`src/rtl/puf_seq_pkg.sv`:
```
// Shared state codes, counter widths and drive-polarity helpers for the
// PUF challenge sequencer.
package puf_seq_pkg;

    localparam int TIE_CNT_W = 4;
    localparam int TMR_W     = 16;

    localparam logic [2:0] ST_IDLE    = 3'd0;
    localparam logic [2:0] ST_CLEAR   = 3'd1;
    localparam logic [2:0] ST_PROG    = 3'd2;
    localparam logic [2:0] ST_SETTLE  = 3'd3;
    localparam logic [2:0] ST_SAMPLE  = 3'd4;
    localparam logic [2:0] ST_RESTORE = 3'd5;
    localparam logic [2:0] ST_DONE    = 3'd6;

    // Which cell of the pair receives the positive pulse.
    typedef enum logic {
        POL_B_HIGH = 1'b0,
        POL_A_HIGH = 1'b1
    } pol_e;

    // A set challenge bit drives cell A positive; restore pulses invert that.
    function automatic pol_e prog_pol(input logic chal_bit, input logic restore);
        return (chal_bit ^ restore) ? POL_A_HIGH : POL_B_HIGH;
    endfunction

endpackage

```
`src/rtl/puf_pulse_timer.sv`:
```
// Loadable down-counter; done is high while the count sits at zero, so a
// load of N-1 yields a phase of exactly N cycles.
module puf_pulse_timer
    import puf_seq_pkg::*;
#(
    parameter int CNT_W = TMR_W
) (
    input  logic             clk,
    input  logic             rst,
    input  logic             load,
    input  logic [CNT_W-1:0] load_val,
    output logic             done
);

    logic [CNT_W-1:0] cnt_q;
    logic [CNT_W-1:0] cnt_d;

    always_comb begin
        cnt_d = cnt_q;
        if (load) begin
            cnt_d = load_val;
        end else if (cnt_q != '0) begin
            cnt_d = cnt_q - CNT_W'(1);
        end
    end

    always_ff @(posedge clk or posedge rst) begin
        if (rst) begin
            cnt_q <= '0;
        end else begin
            cnt_q <= cnt_d;
        end
    end

    assign done = (cnt_q == '0);

endmodule

```
`src/rtl/puf_challenge_sequencer.sv`:
```
// Program/compare sequencer for a differential memristive PUF cell pair.
// Build option PUF_SEQ_RESTORE_EN adds an inverse-polarity pulse after each sample.
//
// state   | meaning
// IDLE    | waiting for a challenge, chal_ready high
// CLEAR   | cell_clear held to reset both cells
// PROG    | programming pulse for the current bit
// SETTLE  | drives off, cells settling
// SAMPLE  | one cycle; conductances compared on the closing edge
// RESTORE | inverse pulse undoing this bit's programming (option only)
// DONE    | response held until resp_ready
module puf_challenge_sequencer
    import puf_seq_pkg::*;
#(
    parameter int CHAL_BITS     = 8,
    parameter int VIN_WIDTH     = 16,
    parameter int G_WIDTH       = 16,
    parameter int VPROG         = 1280,
    parameter int PULSE_CYCLES  = 4,
    parameter int SETTLE_CYCLES = 2,
    parameter int CLEAR_CYCLES  = 2
) (
    input  logic                        clk,
    input  logic                        rst,
    input  logic                        chal_valid,
    output logic                        chal_ready,
    input  logic [CHAL_BITS-1:0]        chal,
    output logic                        cell_clear,
    output logic                        cell_vin_valid,
    output logic signed [VIN_WIDTH-1:0] cell_vin_a,
    output logic signed [VIN_WIDTH-1:0] cell_vin_b,
    input  logic signed [G_WIDTH-1:0]   cell_g_a,
    input  logic signed [G_WIDTH-1:0]   cell_g_b,
    output logic                        resp_valid,
    input  logic                        resp_ready,
    output logic [CHAL_BITS-1:0]        resp,
    output logic [TIE_CNT_W-1:0]        tie_cnt,
    output logic                        busy
);

    localparam int IDX_W = (CHAL_BITS > 1) ? $clog2(CHAL_BITS) : 1;
    localparam logic [IDX_W-1:0]            LAST_IDX    = IDX_W'(CHAL_BITS - 1);
    localparam logic [TIE_CNT_W-1:0]        TIE_MAX     = {TIE_CNT_W{1'b1}};
    localparam logic [TMR_W-1:0]            CLEAR_LOAD  = TMR_W'(CLEAR_CYCLES - 1);
    localparam logic [TMR_W-1:0]            PULSE_LOAD  = TMR_W'(PULSE_CYCLES - 1);
    localparam logic [TMR_W-1:0]            SETTLE_LOAD = TMR_W'(SETTLE_CYCLES - 1);
    localparam logic signed [VIN_WIDTH-1:0] V_POS       = VIN_WIDTH'(VPROG);
    localparam logic signed [VIN_WIDTH-1:0] V_NEG       = VIN_WIDTH'(-VPROG);

    logic [2:0]                  state_q, state_d;
    logic [IDX_W-1:0]            bit_idx_q, bit_idx_d;
    logic [CHAL_BITS-1:0]        chal_q, chal_d;
    logic [CHAL_BITS-1:0]        resp_q, resp_d;
    logic [TIE_CNT_W-1:0]        tie_q, tie_d;
    logic                        chal_ready_q, chal_ready_d;
    logic                        clear_q, clear_d;
    logic                        vin_valid_q, vin_valid_d;
    logic signed [VIN_WIDTH-1:0] vin_a_q, vin_a_d;
    logic signed [VIN_WIDTH-1:0] vin_b_q, vin_b_d;
    logic                        resp_valid_q, resp_valid_d;
    logic                        busy_q, busy_d;

    logic             tmr_load;
    logic [TMR_W-1:0] tmr_val;
    logic             tmr_done;
    logic             advance;
    logic             g_gt;
    logic             g_eq;
    pol_e             pol;

    puf_pulse_timer #(
        .CNT_W (TMR_W)
    ) u_timer (
        .clk      (clk),
        .rst      (rst),
        .load     (tmr_load),
        .load_val (tmr_val),
        .done     (tmr_done)
    );

    assign g_gt = (cell_g_a > cell_g_b);
    assign g_eq = (cell_g_a == cell_g_b);

    always_comb begin
        state_d   = state_q;
        bit_idx_d = bit_idx_q;
        chal_d    = chal_q;
        resp_d    = resp_q;
        tie_d     = tie_q;
        tmr_load  = 1'b0;
        tmr_val   = '0;
        advance   = 1'b0;

        case (state_q)
            ST_IDLE: begin
                if (chal_valid && chal_ready_q) begin
                    chal_d    = chal;
                    resp_d    = '0;
                    tie_d     = '0;
                    bit_idx_d = '0;
                    state_d   = ST_CLEAR;
                    tmr_load  = 1'b1;
                    tmr_val   = CLEAR_LOAD;
                end
            end
            ST_CLEAR: begin
                if (tmr_done) begin
                    state_d  = ST_PROG;
                    tmr_load = 1'b1;
                    tmr_val  = PULSE_LOAD;
                end
            end
            ST_PROG: begin
                if (tmr_done) begin
                    if (SETTLE_CYCLES > 0) begin
                        state_d  = ST_SETTLE;
                        tmr_load = 1'b1;
                        tmr_val  = SETTLE_LOAD;
                    end else begin
                        state_d = ST_SAMPLE;
                    end
                end
            end
            ST_SETTLE: begin
                if (tmr_done) begin
                    state_d = ST_SAMPLE;
                end
            end
            ST_SAMPLE: begin
                // A tie reads as 0 and is only recorded in the tie counter.
                resp_d[bit_idx_q] = g_gt;
                if (g_eq && (tie_q != TIE_MAX)) begin
                    tie_d = tie_q + TIE_CNT_W'(1);
                end
`ifdef PUF_SEQ_RESTORE_EN
                state_d  = ST_RESTORE;
                tmr_load = 1'b1;
                tmr_val  = PULSE_LOAD;
`else
                advance = 1'b1;
`endif
            end
`ifdef PUF_SEQ_RESTORE_EN
            ST_RESTORE: begin
                if (tmr_done) begin
                    advance = 1'b1;
                end
            end
`endif
            ST_DONE: begin
                if (resp_ready) begin
                    state_d = ST_IDLE;
                end
            end
            default: begin
                state_d = ST_IDLE;
            end
        endcase

        if (advance) begin
            if (bit_idx_q == LAST_IDX) begin
                state_d = ST_DONE;
            end else begin
                bit_idx_d = bit_idx_q + IDX_W'(1);
                state_d   = ST_PROG;
                tmr_load  = 1'b1;
                tmr_val   = PULSE_LOAD;
            end
        end
    end

    // Outputs decode the next state so they line up with the state register.
    always_comb begin
        chal_ready_d = (state_d == ST_IDLE);
        clear_d      = (state_d == ST_CLEAR);
        resp_valid_d = (state_d == ST_DONE);
        busy_d       = (state_d != ST_IDLE);
        vin_valid_d  = (state_d == ST_PROG) || (state_d == ST_RESTORE);
        pol          = prog_pol(chal_d[bit_idx_d], state_d == ST_RESTORE);
        vin_a_d      = '0;
        vin_b_d      = '0;
        if (vin_valid_d) begin
            if (pol == POL_A_HIGH) begin
                vin_a_d = V_POS;
                vin_b_d = V_NEG;
            end else begin
                vin_a_d = V_NEG;
                vin_b_d = V_POS;
            end
        end
    end

    always_ff @(posedge clk or posedge rst) begin
        if (rst) begin
            state_q      <= ST_IDLE;
            bit_idx_q    <= '0;
            chal_q       <= '0;
            resp_q       <= '0;
            tie_q        <= '0;
            chal_ready_q <= 1'b0;
            clear_q      <= 1'b0;
            vin_valid_q  <= 1'b0;
            vin_a_q      <= '0;
            vin_b_q      <= '0;
            resp_valid_q <= 1'b0;
            busy_q       <= 1'b0;
        end else begin
            state_q      <= state_d;
            bit_idx_q    <= bit_idx_d;
            chal_q       <= chal_d;
            resp_q       <= resp_d;
            tie_q        <= tie_d;
            chal_ready_q <= chal_ready_d;
            clear_q      <= clear_d;
            vin_valid_q  <= vin_valid_d;
            vin_a_q      <= vin_a_d;
            vin_b_q      <= vin_b_d;
            resp_valid_q <= resp_valid_d;
            busy_q       <= busy_d;
        end
    end

    assign chal_ready     = chal_ready_q;
    assign cell_clear     = clear_q;
    assign cell_vin_valid = vin_valid_q;
    assign cell_vin_a     = vin_a_q;
    assign cell_vin_b     = vin_b_q;
    assign resp_valid     = resp_valid_q;
    assign resp           = resp_q;
    assign tie_cnt        = tie_q;
    assign busy           = busy_q;

endmodule

```
`config.mk`:
```
export PLATFORM = sky130hd
export DESIGN_NAME = puf_challenge_sequencer
export DESIGN_NICKNAME = d
export VERILOG_FILES = /design/src/rtl/puf_seq_pkg.sv /design/src/rtl/puf_pulse_timer.sv /design/src/rtl/puf_challenge_sequencer.sv
export SDC_FILE = /design/constraint.sdc
export NUM_CORES = 1
export LEC_CHECK = 0
export ABC_AREA = 1
export ABC_CLOCK_PERIOD_IN_PS = 1700
export BUFFER_PORTS_ARGS = -buffer_cell sky130_fd_sc_hd__buf_2
export CORE_UTILIZATION = 49
export CTS_BUF_LIST = sky130_fd_sc_hd__clkbuf_2 sky130_fd_sc_hd__clkbuf_4 sky130_fd_sc_hd__clkbuf_8
export CTS_CLUSTER_SIZE = 12
export DETAILED_ROUTE_END_ITERATION = 10
export PLACE_DENSITY_LB_ADDON = 0.1
export SYNTH_ARGS = -nofsm -noshare
export SYNTH_HDL_FRONTEND = slang
export SYNTH_SLANG_ARGS = --single-unit
```
`constraint.sdc`:
```
create_clock -name clk -period 1.7 [get_ports clk]
set_input_delay 0.17 -clock clk [delete_from_list [all_inputs] [get_ports clk]]
set_output_delay 0.17 -clock clk [all_outputs]
set_load 0.005 [all_outputs]
```
; ---- Word-level counts from Yosys, hierarchy flattened
; Cells that the tools add are included.
; W data, S select, Z words.
[word_totals]
reg_bits = 79
inputBits = 44
out_inout_bits = 49
wordCells = 92
[classes]
add_sub_neg = 3
n_lt_le_gt_ge = 4
eq_ne = 14
mux = 43
bitwise = 1
n_reduce_logical = 14
[op_table]
columns = operator, n
row1 = $mux W16, 8
row2 = $mux W3, 11
row3 = $mux W8, 3
row4 = $pmux W3 S6, 1
row5 = $eq A16 B16 Y1, 1
row6 = $gt A16 B16 Y1, 1
row7 = $logic_not A16 Y1, 1
row8 = $pmux W8 S2, 1
row9 = $reduce_bool A16 Y1, 1
row10 = $sub A16 B1 Y16 const B, 1
row11 = $eq A3 B3 Y1 const B, 5
row12 = $mux W1, 10
row13 = $eq A3 B2 Y1 const B, 3
row14 = $bwmux W8, 1
row15 = $lt A3 B4 Y1 const B, 2
row16 = $mux W4, 2
row17 = $pmux W4 S2, 1
row18 = $eq A3 B1 Y1 const B, 2
row19 = $logic_not A3 Y1, 2
row20 = $pmux W2 S3, 1
row21 = $add A4 B1 Y4 const B, 1
row22 = $ne A2 B2 Y1 const B, 2
row23 = $ne A4 B4 Y1 const B, 1
row24 = $reduce_bool A2 Y1, 2
row25 = other kinds (13), 15

; ---- Longest topological paths before layout
[depth]
depth_word = 11
ltp_mapped = 13
ltp_nobuf = 13

; ---- Cells and area by module
; A second synthesis with hierarchy kept.
[unflattened]
hier_cells = 488
area_unflattened_um2 = 3641.0
[modules_own_cells]
columns = mod, n_inst, cells_each, area_per_inst_um2, seq_area_each_um2
row1 = puf_challenge_sequencer, 1, 319, 2427.3, 825.8
row2 = puf_pulse_timer, 1, 169, 1213.7, 400.4

; ---- Worst setup path after synthesis
; Ideal clock, no wire load.
[synth_path]
kind = reg2reg
from = register u_timer.cnt_q[0]
to = register busy_q, in the netlist busy
setup_ps = 119
t_arrival_ps = 1566
required_ps = 1581
path_slack_ps = 16
stages_incl_launch_ff = 12
n_path_buf = 0
synth_period_minus_slack_ps = 1684
cell_sequence = dfrtp_1 > inv_1 > ha_1 > inv_1 > nor2_1 > nand2_1 > nor2_2 > nand2_2 > nand2_1 > nand4_2 > nor3_2 > inv_2
[synth_between]
elab_chain_cells = 5
word_cells_on_any_way = 7
classes_between = mux (5) / reduce/logical (2)
[synth_lines]
columns = element, line
row1 = from (decl), puf_pulse_timer.sv:15  ; logic [CNT_W-1:0] cnt_q;
row2 = from (signal assigned), puf_pulse_timer.sv:31  ; cnt_q <= cnt_d;
row3 = $logic_not A16 Y1 (*), puf_pulse_timer.sv:35  ; assign done = (cnt_q == '0);
row4 = "$mux W3, on equally long branches", "puf_challenge_sequencer.sv:125, puf_challenge_sequencer.sv:107, puf_challenge_sequencer.sv:114"
row5 = $pmux W3 S6 (*), puf_challenge_sequencer.sv:94  ; case (state_q)
row6 = $mux W3 (*), puf_challenge_sequencer.sv:160  ; if (advance) begin
row7 = named net state_d[1], puf_challenge_sequencer.sv:50  ; logic [2:0] state_q, state_d;
row8 = $reduce_bool A3 Y1 (*), puf_challenge_sequencer.sv:177  ; busy_d = (state_d != ST_IDLE);
row9 = named net busy_d, puf_challenge_sequencer.sv:61  ; logic busy_q, busy_d;
row10 = to (signal assigned), puf_challenge_sequencer.sv:219  ; busy_q <= busy_d;
row11 = to (decl), puf_challenge_sequencer.sv:61
; The timed path passes the listed nets; every way through them passes the cells marked *.
; A chain may end at the register's enable or synchronous reset.

; ---- Worst setup path in the final report
[layout_path]
from = register u_timer.cnt_q[1]
to = register resp_valid_q, in the netlist resp_valid
[layout_between]
elab_chain_cells = 5
word_cells_on_any_way = 7
classes_between = eq/ne (1) / mux (5) / reduce/logical (1)
[layout_lines]
columns = element, line
row1 = $logic_not A16 Y1 (*), puf_pulse_timer.sv:35
row2 = "$mux W3, on equally long branches", "puf_challenge_sequencer.sv:125, puf_challenge_sequencer.sv:107, puf_challenge_sequencer.sv:114"
row3 = $pmux W3 S6 (*), puf_challenge_sequencer.sv:94
row4 = $mux W3 (*), puf_challenge_sequencer.sv:160
row5 = $eq A3 B3 Y1 (*), puf_challenge_sequencer.sv:176  ; resp_valid_d = (state_d == ST_DONE);
row6 = named net resp_valid_d, puf_challenge_sequencer.sv:60  ; logic resp_valid_q, resp_valid_d;
row7 = to (signal assigned), puf_challenge_sequencer.sv:218  ; resp_valid_q <= resp_valid_d;
row8 = to (decl), puf_challenge_sequencer.sv:60
; Marked as above.

==> out/results.ini <==
[status]
status = finished, violations left
failed_checks = setup timing

[power_and_ir_drop]
internal-power_mw = 3.161
swShare_pct = 42.27
p_leak_nw = 2.375
pwr-share-clk_pct = 13.8
peakVddDrop_mv = 0.8294
power.density_nw_per_um2 = 1287
pwr-share-seq_pct = 33.6
combPwrFrac_pct = 52.6
p_sw_mw = 2.314

[yosys]
synth_edf_count = 0
yosysUniqueCellTypes = 39
netlist_instances = 432
synth_top_cell_area_share_pct = 36.16
yosysTopAreaCell = dfrtp_1
ys_seq_area_share_pct = 36.16
yosysMostFrequentCell = nand2_1
yosys_warnings = 0
ys_top_cells_by_area = dfrtp_1 (36%), nand2_1 (9.5%), ha_1 (7.7%)
syn_area_sq_um = 3391
synth_common_cells = nand2_1 (86), inv_1 (58), dfrtp_1 (49)
ys_async_sr_fraction_pct = 100.0
synth.avg_cell_area_sq_um = 7.849
synthFlopType = dfrtp_1
yosys_register_bits = 49

[hold_path]
min_to = chal_q[7]
hold_path.class = input pin to flip-flop
hold_depth = 3
hp-start = chal[7]

[floorplanning]
die_h_microns = 85.19
die_w_microns = 85.19
rows = 29
io_pins = 93
start_util_pct = 51.92
fp.coreArea_sq_um = 6531
dieArea_sq_um = 7256

[clock_network]
clk_latency_ns = 0.31
clk_pin_slew_ns = 0.09
cts-root-buf = clkbuf_8
cts_max_path_buffers = 2
cts_sinks = 49
cts_tree = yes
cts_buffers = 5
htreeDepth = 2

[setup_path]
worstSetupPathType = flip-flop to flip-flop
arrival_ns = 1.91
worst-r2r-setup-slack_ns = -0.02
required_ns = 1.90
rr_endpoint = resp_valid
path_max_fanout = 4
setup.worst_path.start = u_timer.cnt_q[1]
r2r_start = u_timer.cnt_q[1]
cp-start-kind = flip-flop
reg2reg_depth = 12
worstSetupEndpointType = flip-flop

[drt]
viasPerCell = 4.979
drcViolationCount = 0
drt-pass1-iter-count = 4
detail-route-antenna-nets = 0
vias = 3082
drtIter0Drc = 121
routed_wire_length_per_instance_microns = 12.29
drt_wl_total_microns = 7608

[finish]
fillCellCount = 575
final_cells = 619
area_delta_synth_final_pct = 25.46
ff_latch_area_sq_um = 1229
drive_above_1_share_pct = 35.98
utilization_pct = 65.13
antenna_cells = 0
nNetsFinal = 606
multi_input_area_sq_um = 1857
fin_area_sq_um = 4254

[placed_design]
dp_hpwl_microns = 5728
dpl_cell_area_sq_um = 3968
place_ws_ns = -0.05737
port_buffers = 76
place_inst = 606
gp_congestion = 0.8542

[grt]
grt-ovfl-total = 0
grt_pass1_vias = 2791
grt_pass1_wl_microns = 12280
grt_usage_pct = 21.20
grt_max_degree = 50
antenna_found_initial = 0

[timing]
min_period_ns = 1.717
skew_ns = 0.009264
setup_viol = 1
rsz0062_at_grt = true
worst_slack_ns = -0.01711
period_share_pct = 101.0
hold_viol_final = 0
drv_slew = 0
tns_ns = -0.01711
max_freq_mhz = 582.4

[run]
maxCapViolCount = 0

per-layer routing:
| layer | vias to the layer above | wire length [microns] | global-route usage (%) |
|---|---|---|---|
| met5 | - | 0 | 0 |
| met4 | 0 | 71 | 6.471 |
| met3 | 7 | 425 | 3.210 |
| met2 | 108 | 3450 | 34.75 |
| met1 | 1405 | 3660 | 29.06 |
| li1 | 1562 | - | - |
power groups by stage:
| stage | Sequential [mW] | Combinational, mW | Clock [mW] |
|---|---|---|---|
| 2_1_floorplan | 1.86 | 1.62 | 0 |
| 3_3_place_gp | 1.82 | 2.47 | 0 |
| 3_5_place_dp | 1.84 | 2.51 | 0 |
| 4_1_cts | 1.82 | 2.60 | 0.776 |
| 5_1_grt | 1.89 | 3.20 | 0.803 |
| 6_report | 1.84 | 2.88 | 0.755 |
metrics by stage:
| stage | hold slack [ns] | power, mW |
|---|---|---|
| 6_report | 0.08142 | 5.475 |
| 4_1_cts | 0.08380 | 5.188 |
| 5_1_grt | 0.1047 | 5.896 |
| 2_1_floorplan | 0.3016 | 3.478 |
| 3_3_place_gp | 0.2340 | 4.292 |
| 3_5_place_dp | 0.2374 | 4.350 |
what timing repair did:
| item | in CTS | in global routing |
|---|---|---|
| hold buffers | 1 | 0 |
| gates cloned | 0 | 0 |
| buffers inserted | 0 | 4 |
| pin swaps | 3 | 15 |
| resized for setup | 7 | 37 |
| endpoints found under the setup margin | 6 | 25 |
| endpoints found under the hold margin | 49 | 0 |
worst max-delay path, cell delays in order, from the launching register on:
cell     delay (ns)
dfrtp_1        0.39
inv_2          0.08
ha_4           0.15
inv_4          0.03
nor2_4         0.12
nand2_2        0.08
nor2_4         0.16
nand2_2        0.09
o21ai_2        0.18
nor2_2         0.07
buf_4          0.14
nand2_2        0.06
nor2_2         0.04
final cells by class:
class / count / share of cell area (%)
clock buffer: 7 / 2.265
clock inverter: 1 / 0.1176
inverter: 63 / 5.676
multi-input combinational: 302 / 43.65
sequential: 49 / 28.88
tap: 77 / 2.265
timing repair buffer: 120 / 17.15
flip-flops by register name, summed over array words and instances, names as in the netlist:
name,cells
u_timer.cnt_q,16
chal_q,8
resp,8
tie_cnt,4
bit_idx_q,3
cell_vin_a,3
state_q,3
busy,1
cell_clear,1
chal_ready,1
resp_valid,1
layout by cell type, fill, tap and decap left out, types with 6 or more instances in the layout:
master and n:
nand2_1 78, nor2_1 44, nand3_1 28, buf_2 76, clkbuf_8 7, nand2_2 22, buf_4 41, nand4_1 10
conb_1 16, xor2_1 7, nor2_4 6, dfrtp_1 47, a21oi_1 15, inv_2 9, ha_1 18, inv_1 52
o211ai_1 8
how the worst max path moves through the flow:
stage	depth (start not counted)	end	slack, ns
final	12	resp_valid	-0.02
after global routing	12	resp_valid	-0.1
after CTS	10	cell_vin_a[14]	0.003
after detailed placement	11	busy	-0.06
after global placement	11	tie_cnt[0]	-0.02
after floorplan	11	busy	0.02
cell families (layout without fill, tap and decap cells):
group,after synthesis,in the layout,share of synthesized area [%]
and+or+nand+nor,214,214,30.89
buffers and inverters,96,191,14.76
DFF,49,49,36.16
AOI/OAI and AO/OA,43,43,8.265
adders and majority gates,21,21,7.749
xor gates and xnor gates,8,8,2.067
other,1,16,0.1106
(Power assumes the default switching activity.)
